## src/rtl/car_sim_pkg.sv

```systemverilog
// Shared definitions for the car command responder.
// Holds the heading encoding, the valid command header, the bit positions of
// every field in the command and detector frames, the relative-direction codes
// understood by grid_probe, the controller state type and the default grid size.
package car_sim_pkg;

  localparam int GRID_W_DEF = 8;
  // Coordinate width; the 3-bit position ports limit the grid to 8x8.
  localparam int CW = 3;

  localparam logic [1:0] HDR_OK = 2'b10;

  localparam logic [1:0] HDG_N = 2'd0;
  localparam logic [1:0] HDG_E = 2'd1;
  localparam logic [1:0] HDG_S = 2'd2;
  localparam logic [1:0] HDG_W = 2'd3;

  // Command frame {hdr[1:0], destroy, place, right, left, back, fwd}
  localparam int FB_FWD     = 0;
  localparam int FB_BACK    = 1;
  localparam int FB_LEFT    = 2;
  localparam int FB_RIGHT   = 3;
  localparam int FB_PLACE   = 4;
  localparam int FB_DESTROY = 5;
  localparam int FB_HDR_LO  = 6;
  localparam int FB_HDR_HI  = 7;

  // Detector frame {4'b0000, back, right, left, front}
  localparam int DB_FRONT = 0;
  localparam int DB_LEFT  = 1;
  localparam int DB_RIGHT = 2;
  localparam int DB_BACK  = 3;

  // Relative directions are clockwise quarter turns added to the heading.
  localparam logic [1:0] REL_FRONT = 2'd0;
  localparam logic [1:0] REL_RIGHT = 2'd1;
  localparam logic [1:0] REL_BACK  = 2'd2;
  localparam logic [1:0] REL_LEFT  = 2'd3;

  typedef enum logic [1:0] {
    ST_IDLE,
    ST_DECODE,
    ST_UPDATE,
    ST_RESPOND
  } state_e;

endpackage

```

## src/rtl/grid_probe.sv

```systemverilog
// Combinational neighbour lookup.
// Given the car cell, its heading and a relative direction, returns the
// adjacent cell in that direction and flags whether it lies outside the grid.
// Ports:
//   pos_x_i, pos_y_i : current cell
//   heading_i        : absolute heading (N=0, E=1, S=2, W=3; N is +y)
//   rel_i            : relative direction (front/right/back/left)
//   nb_x_o, nb_y_o   : neighbour cell (meaningless when out_o is set)
//   out_o            : neighbour is outside the grid
module grid_probe
  import car_sim_pkg::*;
#(
  parameter int GRID_W = GRID_W_DEF
) (
  input  logic [CW-1:0] pos_x_i,
  input  logic [CW-1:0] pos_y_i,
  input  logic [1:0]    heading_i,
  input  logic [1:0]    rel_i,
  output logic [CW-1:0] nb_x_o,
  output logic [CW-1:0] nb_y_o,
  output logic          out_o
);

  localparam logic [CW-1:0] MAX_C = CW'(GRID_W - 1);

  logic [1:0] dir;

  always_comb begin
    // Two-bit add wraps naturally, giving the absolute direction mod 4.
    dir    = heading_i + rel_i;
    nb_x_o = pos_x_i;
    nb_y_o = pos_y_i;
    out_o  = 1'b0;
    case (dir)
      HDG_N: begin
        out_o  = (pos_y_i == MAX_C);
        nb_y_o = pos_y_i + 1'b1;
      end
      HDG_E: begin
        out_o  = (pos_x_i == MAX_C);
        nb_x_o = pos_x_i + 1'b1;
      end
      HDG_S: begin
        out_o  = (pos_y_i == '0);
        nb_y_o = pos_y_i - 1'b1;
      end
      HDG_W: begin
        out_o  = (pos_x_i == '0);
        nb_x_o = pos_x_i - 1'b1;
      end
      default: ;
    endcase
  end

endmodule

```

## src/rtl/car_cmd_responder.sv

```systemverilog
// Car command responder.
// Accepts one command frame at a time, updates a car on a GRID_W x GRID_W grid
// with a barrier map, and answers every well-formed command with a detector
// frame describing the four neighbouring cells. Malformed frames are counted
// and dropped without a response.
// Ports:
//   sys_clk, rst          : clock, asynchronous active-low reset
//   rx_data/valid/ready   : command frame input handshake
//   tx_data/valid/ready   : detector frame output handshake
//   pos_x, pos_y, heading : current car state
//   err_cnt               : saturating count of frames with a bad header
module car_cmd_responder
  import car_sim_pkg::*;
#(
  parameter int GRID_W = GRID_W_DEF
) (
  input  logic          sys_clk,
  input  logic          rst,
  input  logic [7:0]    rx_data,
  input  logic          rx_valid,
  output logic          rx_ready,
  output logic [7:0]    tx_data,
  output logic          tx_valid,
  input  logic          tx_ready,
  output logic [CW-1:0] pos_x,
  output logic [CW-1:0] pos_y,
  output logic [1:0]    heading,
  output logic [7:0]    err_cnt
);

  localparam int NCELL = GRID_W * GRID_W;
  localparam int IW    = (NCELL > 1) ? $clog2(NCELL) : 1;

  state_e               state_q, state_d;
  logic [7:0]           frame_q, frame_d;
  logic [CW-1:0]        pos_x_q, pos_x_d;
  logic [CW-1:0]        pos_y_q, pos_y_d;
  logic [1:0]           hdg_q, hdg_d;
  logic [NCELL-1:0]     map_q, map_d;
  logic [7:0]           err_q, err_d;

  logic [CW-1:0]        f_x, f_y, r_x, r_y, b_x, b_y, l_x, l_y;
  logic                 f_out, r_out, b_out, l_out;
  logic [3:0]           det;

  function automatic logic [IW-1:0] cell_idx(input logic [CW-1:0] x, input logic [CW-1:0] y);
    return IW'(int'(y) * GRID_W + int'(x));
  endfunction

  function automatic logic cell_blocked(input logic [NCELL-1:0] map, input logic out,
                                        input logic [CW-1:0] x, input logic [CW-1:0] y);
    return out || map[cell_idx(x, y)];
  endfunction

  // All four probes look from the registered car state: before the update
  // while in UPDATE, after it while in RESPOND.
  grid_probe #(.GRID_W(GRID_W)) u_probe_front (
    .pos_x_i(pos_x_q), .pos_y_i(pos_y_q), .heading_i(hdg_q), .rel_i(REL_FRONT),
    .nb_x_o(f_x), .nb_y_o(f_y), .out_o(f_out)
  );
  grid_probe #(.GRID_W(GRID_W)) u_probe_right (
    .pos_x_i(pos_x_q), .pos_y_i(pos_y_q), .heading_i(hdg_q), .rel_i(REL_RIGHT),
    .nb_x_o(r_x), .nb_y_o(r_y), .out_o(r_out)
  );
  grid_probe #(.GRID_W(GRID_W)) u_probe_back (
    .pos_x_i(pos_x_q), .pos_y_i(pos_y_q), .heading_i(hdg_q), .rel_i(REL_BACK),
    .nb_x_o(b_x), .nb_y_o(b_y), .out_o(b_out)
  );
  grid_probe #(.GRID_W(GRID_W)) u_probe_left (
    .pos_x_i(pos_x_q), .pos_y_i(pos_y_q), .heading_i(hdg_q), .rel_i(REL_LEFT),
    .nb_x_o(l_x), .nb_y_o(l_y), .out_o(l_out)
  );

  always_ff @(posedge sys_clk or negedge rst) begin
    if (!rst) begin
      state_q <= ST_IDLE;
      frame_q <= '0;
      pos_x_q <= '0;
      pos_y_q <= '0;
      hdg_q   <= HDG_N;
      map_q   <= '0;
      err_q   <= '0;
    end else begin
      state_q <= state_d;
      frame_q <= frame_d;
      pos_x_q <= pos_x_d;
      pos_y_q <= pos_y_d;
      hdg_q   <= hdg_d;
      map_q   <= map_d;
      err_q   <= err_d;
    end
  end

  always_comb begin
    state_d = state_q;
    frame_d = frame_q;
    pos_x_d = pos_x_q;
    pos_y_d = pos_y_q;
    hdg_d   = hdg_q;
    map_d   = map_q;
    err_d   = err_q;
    case (state_q)
      ST_IDLE: begin
        if (rx_valid) begin
          frame_d = rx_data;
          state_d = ST_DECODE;
        end
      end
      ST_DECODE: begin
        if (frame_q[FB_HDR_HI:FB_HDR_LO] != HDR_OK) begin
          if (err_q != 8'hFF) err_d = err_q + 8'd1;
          state_d = ST_IDLE;
        end else begin
          state_d = ST_UPDATE;
        end
      end
      ST_UPDATE: begin
        // Barrier op first, so a move into a freshly placed barrier is blocked.
        if ((frame_q[FB_PLACE] ^ frame_q[FB_DESTROY]) && !f_out)
          map_d[cell_idx(f_x, f_y)] = frame_q[FB_PLACE];
        if (frame_q[FB_FWD] ^ frame_q[FB_BACK]) begin
          if (frame_q[FB_FWD]) begin
            if (!cell_blocked(map_d, f_out, f_x, f_y)) begin
              pos_x_d = f_x;
              pos_y_d = f_y;
            end
          end else if (!cell_blocked(map_d, b_out, b_x, b_y)) begin
            pos_x_d = b_x;
            pos_y_d = b_y;
          end
        end
        if (frame_q[FB_LEFT] ^ frame_q[FB_RIGHT])
          hdg_d = frame_q[FB_RIGHT] ? hdg_q + 2'd1 : hdg_q - 2'd1;
        state_d = ST_RESPOND;
      end
      ST_RESPOND: begin
        if (tx_ready) state_d = ST_IDLE;
      end
      default: state_d = ST_IDLE;
    endcase
  end

  always_comb begin
    det           = '0;
    det[DB_FRONT] = cell_blocked(map_q, f_out, f_x, f_y);
    det[DB_LEFT]  = cell_blocked(map_q, l_out, l_x, l_y);
    det[DB_RIGHT] = cell_blocked(map_q, r_out, r_x, r_y);
    det[DB_BACK]  = cell_blocked(map_q, b_out, b_x, b_y);
  end

  // Gating with rst keeps rx_ready low for the whole time reset is held.
  assign rx_ready = (state_q == ST_IDLE) && rst;
  assign tx_valid = (state_q == ST_RESPOND);
  // The detector word only depends on registered state, so it holds steady
  // for as long as the consumer stalls.
  assign tx_data  = tx_valid ? {4'b0000, det} : 8'h00;
  assign pos_x    = pos_x_q;
  assign pos_y    = pos_y_q;
  assign heading  = hdg_q;
  assign err_cnt  = err_q;

endmodule

```

## config.mk

```make
export PLATFORM = sky130hd
export DESIGN_NAME = car_cmd_responder
export DESIGN_NICKNAME = d
export VERILOG_FILES = /design/src/rtl/car_sim_pkg.sv /design/src/rtl/grid_probe.sv /design/src/rtl/car_cmd_responder.sv
export SDC_FILE = /design/constraint.sdc
export NUM_CORES = 1
export LEC_CHECK = 0
export ABC_AREA = 1
export CORE_ASPECT_RATIO = 0.5
export CORE_MARGIN = 2
export CORE_UTILIZATION = 57
export CTS_CLUSTER_DIAMETER = 150
export DETAILED_ROUTE_END_ITERATION = 6
export PLACE_DENSITY = 0.85
export SYNTH_ARGS = -nofsm -noshare
export SYNTH_HDL_FRONTEND = slang
export SYNTH_SLANG_ARGS = --single-unit
```

## constraint.sdc

```tcl
create_clock -name sys_clk -period 3.9 [get_ports sys_clk]
set_input_delay 1.17 -clock sys_clk [delete_from_list [all_inputs] [get_ports sys_clk]]
set_output_delay 1.17 -clock sys_clk [all_outputs]
set_load 0.05 [all_outputs]
```

==> qor.csv, run 1 <==
stage,metric,value,unit
outcome,outcome,"finished, violations left",
outcome,failing checks,"DRC, setup timing",
synthesis,"Seq/Total Area, Yosys",25.7,%
critical_path,worst-case reg-to-reg path depth,25,
critical_path,crit-path max FO,8,
cts,H-tree depth,3,
sta,fin crit share,107,%
grt,grt ovf,0,
sta,clock skew,0.0142,ns
route,vias per cell,6.49,
critical_path,"Req. time, crit path",2.73,ns
place,port bufs,33,
cts,hold buffer count at CTS,0,
route,drt wl/cell,22.2,um
route,met2 wire len,15300,um
route,wl on met1,14500,um
route,drt drc,58,
synthesis,Mapped Cells,1403,
critical_path,worst flop-to-flop path startpoint,heading[0],
place,Cells after DPL,1664,
die,IO Pins,38,
synthesis,post-synth cell types,46,
die,Die Span X,179,um
sta,RSZ-0062 raised after global routing,yes,
synthesis,asr flop ratio synth,100,%
die,core box area,0.0147,mm^2
sta,Setup Viol. Count Final,4,
cts,clk_lat worst skew,0.37,ns
sta,worst-margin pin slew,0.874,ns
critical_path,endpoint class of the critical path,output port,
cts,TritonCTS Buffers,9,
critical_path,RR Endpoint,pos_y[1],
hold_path,min-delay worst type,flop to flop,
place,routability cong.,1.10,
cts,maximum root-to-sink buffer count,2,
die,# rows,31,
final_layout,Final Non-Filler Cells,1742,
final_layout,Final #Nets,1568,
grt,antenna violations before repair,1,
die,initial core utilization,59.6,%
route,First-pass DRT Iterations,7,
critical_path,reg2reg setup slack,0.08,ns
grt,pin count of the biggest net entering global routing,98,
route,max layer used,met5,
final_layout,Area growth syn-to-layout,34.9,%
die,Die Y,91.7,um
synthesis,syn_area_per_cell,6.26,um^2
route,via count,11299,
grt,GR Util All Layers,45.7,%
critical_path,Worst Setup EP,tx_data[3],
synthesis,Post-synth EDFFs,0,
critical_path,CP Data Arrival Time,3.01,ns
critical_path,crit path from,pos_x[0],
cts,Clock transition at path regs,0.08,ns
synthesis,Synthesis Warnings,0,
sta,Slew headroom,41.7,%
route,routed wire length,38700,um
route,ANT nets after route,0,
flow_run,Max Cap Violations,0,
synthesis,Post-synth top flop,dfrtp_1,
sta,Final min period,4.18,ns
cts,CTS root buf,clkbuf_16,
die,die area,0.0165,mm^2
sta,Final Worst Setup Slack,-0.276,ns
cts,TritonCTS clock tree,built,
cts,clock sink count,90,
route,Detailed Route Iter0 Violations,1604,
sta,Slew Limit Fails,0,
route,Met3 Wirelength,6530,um
critical_path,path type of the worst setup path,flop to output port,
synthesis,Netlist Area Pre-Place,0.00878,mm^2
sta,Max Freq,0.239,GHz
synthesis,synthesized flop and latch total,90,
grt,vias in the first global route,10415,
grt,first-pass GRT wire length,58000,um
final_layout,ant diodes,0,
critical_path,Worst Setup Start Kind,flop,
sta,final count of hold timing violations,0,
final_layout,layout cells sized above 1,25.5,%
place,HPWL Detailed,24300,um
routing by layer:
metal,vias up,global-route usage [%]
met2,919,67.2
met1,5127,59.2
li1,4985,-
met3,266,18.3
met4,2,20.1
met5,-,0
layout make-up:
class	instances	area, um^2
timing repair buffer	203	2220
clock buffer	10	239
tap	198	248
clock inverter	6	67.6
sequential	90	2260
fill	997	2900
multi-input combinational	1111	6300
inverter	124	502
cell usage after synthesis (3+ instances only):
master    number  area (um^2)
a21oi_1       46          230
a221oi_1       6         52.6
buf_1         12         45.0
buf_2         15         75.1
buf_4         14          105
buf_6          4         45.0
clkbuf_1      35          131
dfrtp_1       90         2250
ha_1          17          213
inv_1        106          398
inv_2         16         60.1
mux2_2         6         67.6
nand2_1      401         1510
nand2_2        5         31.3
nand2_4        5         56.3
nand3_1      306         1530
nand3_2       12          120
nand4_1       13         81.3
nor2_1        30          113
nor2_4        16          180
nor3_1         3         15.0
o21ai_0      158          791
o22ai_1       15         93.8
o32ai_1        8         70.1
or2_1          4         25.0
or2_2         24          150
xnor2_1        3         26.3
xor2_1         9         78.8
worst max-delay path: stages (launching register included):
cell and delay [ns]:
dfrtp_2 0.46, inv_4 0.08, ha_2 0.21, inv_1 0.06, nand2_1 0.09, nand2_2 0.13, nor2_1 0.08, nor3_4 0.23
clkinvlp_4 0.17, buf_12 0.16, buf_12 0.13, nand3_1 0.07, nand3_1 0.08, nand3_2 0.10, a21oi_2 0.07, o31ai_1 0.18
buf_4 0.17, inv_4 0.04, buf_12 0.14
stage by stage:
stage	instance area, um^2	utilization [%]	hold slack [ns]	setup TNS [ns]	setup WS [ns]
after floorplan	8840	-	0.447	0	0.0136
after global placement	9940	67.4	0.463	-0.160	-0.120
after detailed placement	9940	67.4	0.486	-0.165	-0.0978
after CTS	11600	78.7	0.497	-0.499	-0.140
after global routing	11800	80.3	0.521	-1.38	-0.336
final	11800	80.3	0.496	-0.989	-0.276
cells by family (layout without fill, tap and decap cells):
logic type | count (synthesis) | in the layout | share of synthesized area (%)
muxes | 6 | 6 | 0.770
buffers and inverters | 207 | 343 | 10.3
adders and majority gates | 17 | 17 | 2.42
xor gates and xnor gates | 12 | 12 | 1.20
other | 1 | 4 | 0.0427
AOI/OAI and AO/OA | 241 | 241 | 14.9
and+or+nand+nor | 829 | 831 | 44.7
DFF | 90 | 90 | 25.7
cell usage in the layout (no fill, tap or decap), types with 4 or more instances in the layout:
cell             Yosys  final
o22ai_1             15     13
nand3_1            306    299
ha_1                17      5
clkbuf_16            0      9
nand2_1            401    386
dfrtp_1             90     84
nand2_2              5     12
ha_2                 0      4
nor2_4              16     18
nand3_2             12     17
o21ai_0            158    114
nor2_1              30     26
mux2_2               6      6
o21ai_2              0     21
ha_4                 0      8
inv_1              106     95
dfrtp_2              0      5
buf_16               0     12
inv_4                0      4
o21ai_4              0      8
or2_1                4      4
nor2_2               2      5
a21oi_2              0      9
nand4_1             13     13
inv_2               16     16
o21ai_1              1     16
xor2_1               9      8
buf_12               1     22
a21oi_1             46     35
clkdlybuf4s50_1      0     27
buf_4               14    117
or2_2               24     22
conb_1               1      4
buf_6                4     18
o32ai_2              0      6
nand2_4              5     11
repair_timing:
action                     CTS  global route
hold endpoints to repair     0             0
pin swaps                   43            17
setup endpoints to repair    4            10
buffers inserted            38            10
resized for setup          193            32
cloned                      17             1
worst min path at each step:
stage	from	end	slack, ns	cells past startpoint
after floorplan	frame_q[6]	flop	0.45	1
after CTS	frame_q[6]	flop	0.50	1
final	frame_q[6]	flop	0.50	1
after detailed placement	frame_q[6]	flop	0.49	1
after global routing	frame_q[6]	flop	0.52	1
after global placement	frame_q[6]	flop	0.46	1
sequential cells by signal, summed over array words and instances (netlist names), named ones only:
name     cells
err_cnt      8
pos_y        3
heading      2
pos_x        3
state_q      1
frame_q      8
map_q       64
Power of run 1 is left out: the tool's default activity adds up to more than one toggle a clock period on the data nets, which glitch-free logic cannot reach.
==> inputs of run 2 (changes only) <==
CORE_ASPECT_RATIO = 2   (was 0.5)
PLACE_DENSITY = 0.86   (was 0.85)
==> run 2 against run 1 <==
The flow still finishes with violations (DRC, setup timing). Cell count decreased by 2.3%. Global-route usage is 4.4 points lower. Worst hold slack got worse by 0.013 ns. Non-clock buffer count decreased by 39. Clock skew decreased by 0.0050 ns. Count of clock-buffer cells in the layout unchanged. Via count shrank 5.5%. Final area shrank 8.6%. Sequential share of layout area rose by 1.8 points. Flip-flop and latch count unchanged. Maximum frequency decreased by 0.53%. Critical endpoint is now tx_data[2].
==> qor.csv, run 2 (synthesis results as in run 1) <==
stage,metric,value,unit,change
outcome,outcome,"finished, violations left",,
outcome,failing checks,"DRC, setup timing",,
critical_path,crit-path max FO,10,,+2
place,DP Worst Slack,-0.0969,ns,+0.000930 ns
sta,Final min period,4.20,ns,+0.0221 ns
final_layout,"most common cell after layout, fill and taps aside",nand2_1,,
place,Area after DPL,0.00989,mm^2,-0.48%
grt,grt ovf,0,,unchanged
critical_path,Worst Setup Start Kind,flop,,
cts,CTS root buf,clkbuf_16,,
sta,Max Freq,0.238,GHz,-0.53%
route,drt drc,8,,-86%
route,via count,10683,,-5.5%
cts,TritonCTS Buffers,9,,unchanged
route,drt wl/cell,20.2,um,-9.0%
die,# rows,64,,+110%
sta,clock skew,0.00920,ns,-0.00499 ns
grt,first-pass GRT wire length,53200,um,-8.3%
route,routed wire length,34400,um,-11%
cts,maximum root-to-sink buffer count,2,,unchanged
die,initial core utilization,57.7,%,-1.9 points
die,Die Y,179,um,+96%
die,Die Span X,91.7,um,-49%
final_layout,design area,0.0108,mm^2,-8.6%
sta,fin crit share,108,%,+0.57 points
critical_path,"Req. time, crit path",2.73,ns,about the same
sta,Slew Limit Fails,0,,unchanged
cts,Clock transition at path regs,0.07,ns,about the same
sta,final count of hold timing violations,0,,unchanged
place,HPWL Detailed,24900,um,+2.1%
final_layout,Top reg by flops,map_q,,
sta,Final Hold Slack,0.483,ns,-0.0127 ns
final_layout,Final #Nets,1527,,-2.6%
die,die area,0.0165,mm^2,unchanged
critical_path,CP Data Arrival Time,3.03,ns,+0.02 ns
final_layout,fin util,71.2,%,-9.2 points
route,ANT nets after route,0,,unchanged
cts,clock sink count,90,,unchanged
die,core box area,0.0152,mm^2,+3.2%
route,vias per cell,6.28,,-3.2%
cts,clk_lat worst skew,0.37,ns,about the same
flow_run,Max Cap Violations,0,,unchanged
grt,GR Util All Layers,41.3,%,-4.4 points
route,Detailed Route Iter0 Violations,1186,,-26%
place,port bufs,33,,unchanged
final_layout,layout cells sized above 1,20.5,%,-5.0 points
sta,worst-margin pin slew,0.826,ns,-0.0475 ns
sta,Final Worst Setup Slack,-0.298,ns,-0.0221 ns
grt,pin count of the biggest net entering global routing,54,,-45%
hold_path,min-delay worst type,flop to flop,,
cts,H-tree depth,3,,unchanged
sta,Slew headroom,44.3,%,+2.6 points
final_layout,Area growth syn-to-layout,23.3,%,
grt,vias in the first global route,10135,,-2.7%
sta,RSZ-0062 raised after global routing,yes,,
place,routability cong.,1.01,,-7.7%
final_layout,"commonest cells after routing, fill and taps aside","nand2_1 (394), nand3_1 (302), o21ai_0 (116)",,
route,First-pass DRT Iterations,7,,unchanged
die,IO Pins,38,,unchanged
cts,TritonCTS clock tree,built,,
final_layout,flip-flop count of the largest register after layout,64,,unchanged
grt,antenna violations before repair,2,,+1
cts,hold buffer count at CTS,0,,unchanged
critical_path,endpoint class of the critical path,output port,,
critical_path,path type of the worst setup path,flop to output port,,
sta,Setup Viol. Count Final,4,,unchanged
-- run 2: cell type report --
type	count	area, um^2
fill	1263	4390
clock buffer	10	239
sequential	90	2260
inverter	124	480
clock inverter	6	47.5
multi-input combinational	1109	5990
antenna	1	2.50
tap	198	248
timing repair buffer	164	1560
-- run 2: final timing paths --
kind                            startpoint  cells after the start  slack, ns         end
max in group asynchronous              rst                      3       1.88   map_q[15]
min in group asynchronous              rst                      2       0.98   map_q[24]
worst min-delay path            frame_q[6]                      1       0.48        flop
worst max-delay path            heading[0]                     14      -0.30  tx_data[2]
worst min register to register  frame_q[6]                      1       0.48        flop
worst max register to register    pos_y[0]                     20       0.27    pos_x[2]
-- run 2: repair_timing --
action	4_1_cts	5_1_grt
cloned	3	2
buffers inserted	10	10
gates resized for setup	82	47
endpoints found under the setup margin	4	10
pin swaps	5	10
-- run 2: routing by layer --
metal	routed length (um)	GRT usage, %	up-vias
li1	-	-	4895
met2	16700	70.1	671
met1	11000	42.0	4860
met3	3050	9.39	255
met5	11	0	-
met4	3630	34.9	2
-- run 2: metrics by stage --
step | std cells | setup TNS (ns)
6_report | 1702 | -1.05
2_1_floorplan | 1406 | 0
3_5_place_dp | 1661 | -0.115
3_3_place_gp | 1661 | -0.0898
5_1_grt | 1702 | -1.48
4_1_cts | 1690 | -0.763
-- run 2: critical path, cell delays in order (launching register included) --
cell      delay (ns)
dfrtp_4         0.57
xor2_4          0.34
buf_4           0.24
nand2_1         0.06
o21ai_1         0.30
or2_2           0.20
a21oi_1         0.06
o32ai_1         0.25
buf_4           0.18
nand2_1         0.05
nand3b_1        0.07
nand3_1         0.06
nand2_1         0.07
inv_1           0.06
buf_12          0.14
Power of run 2 is left out for the same reason.
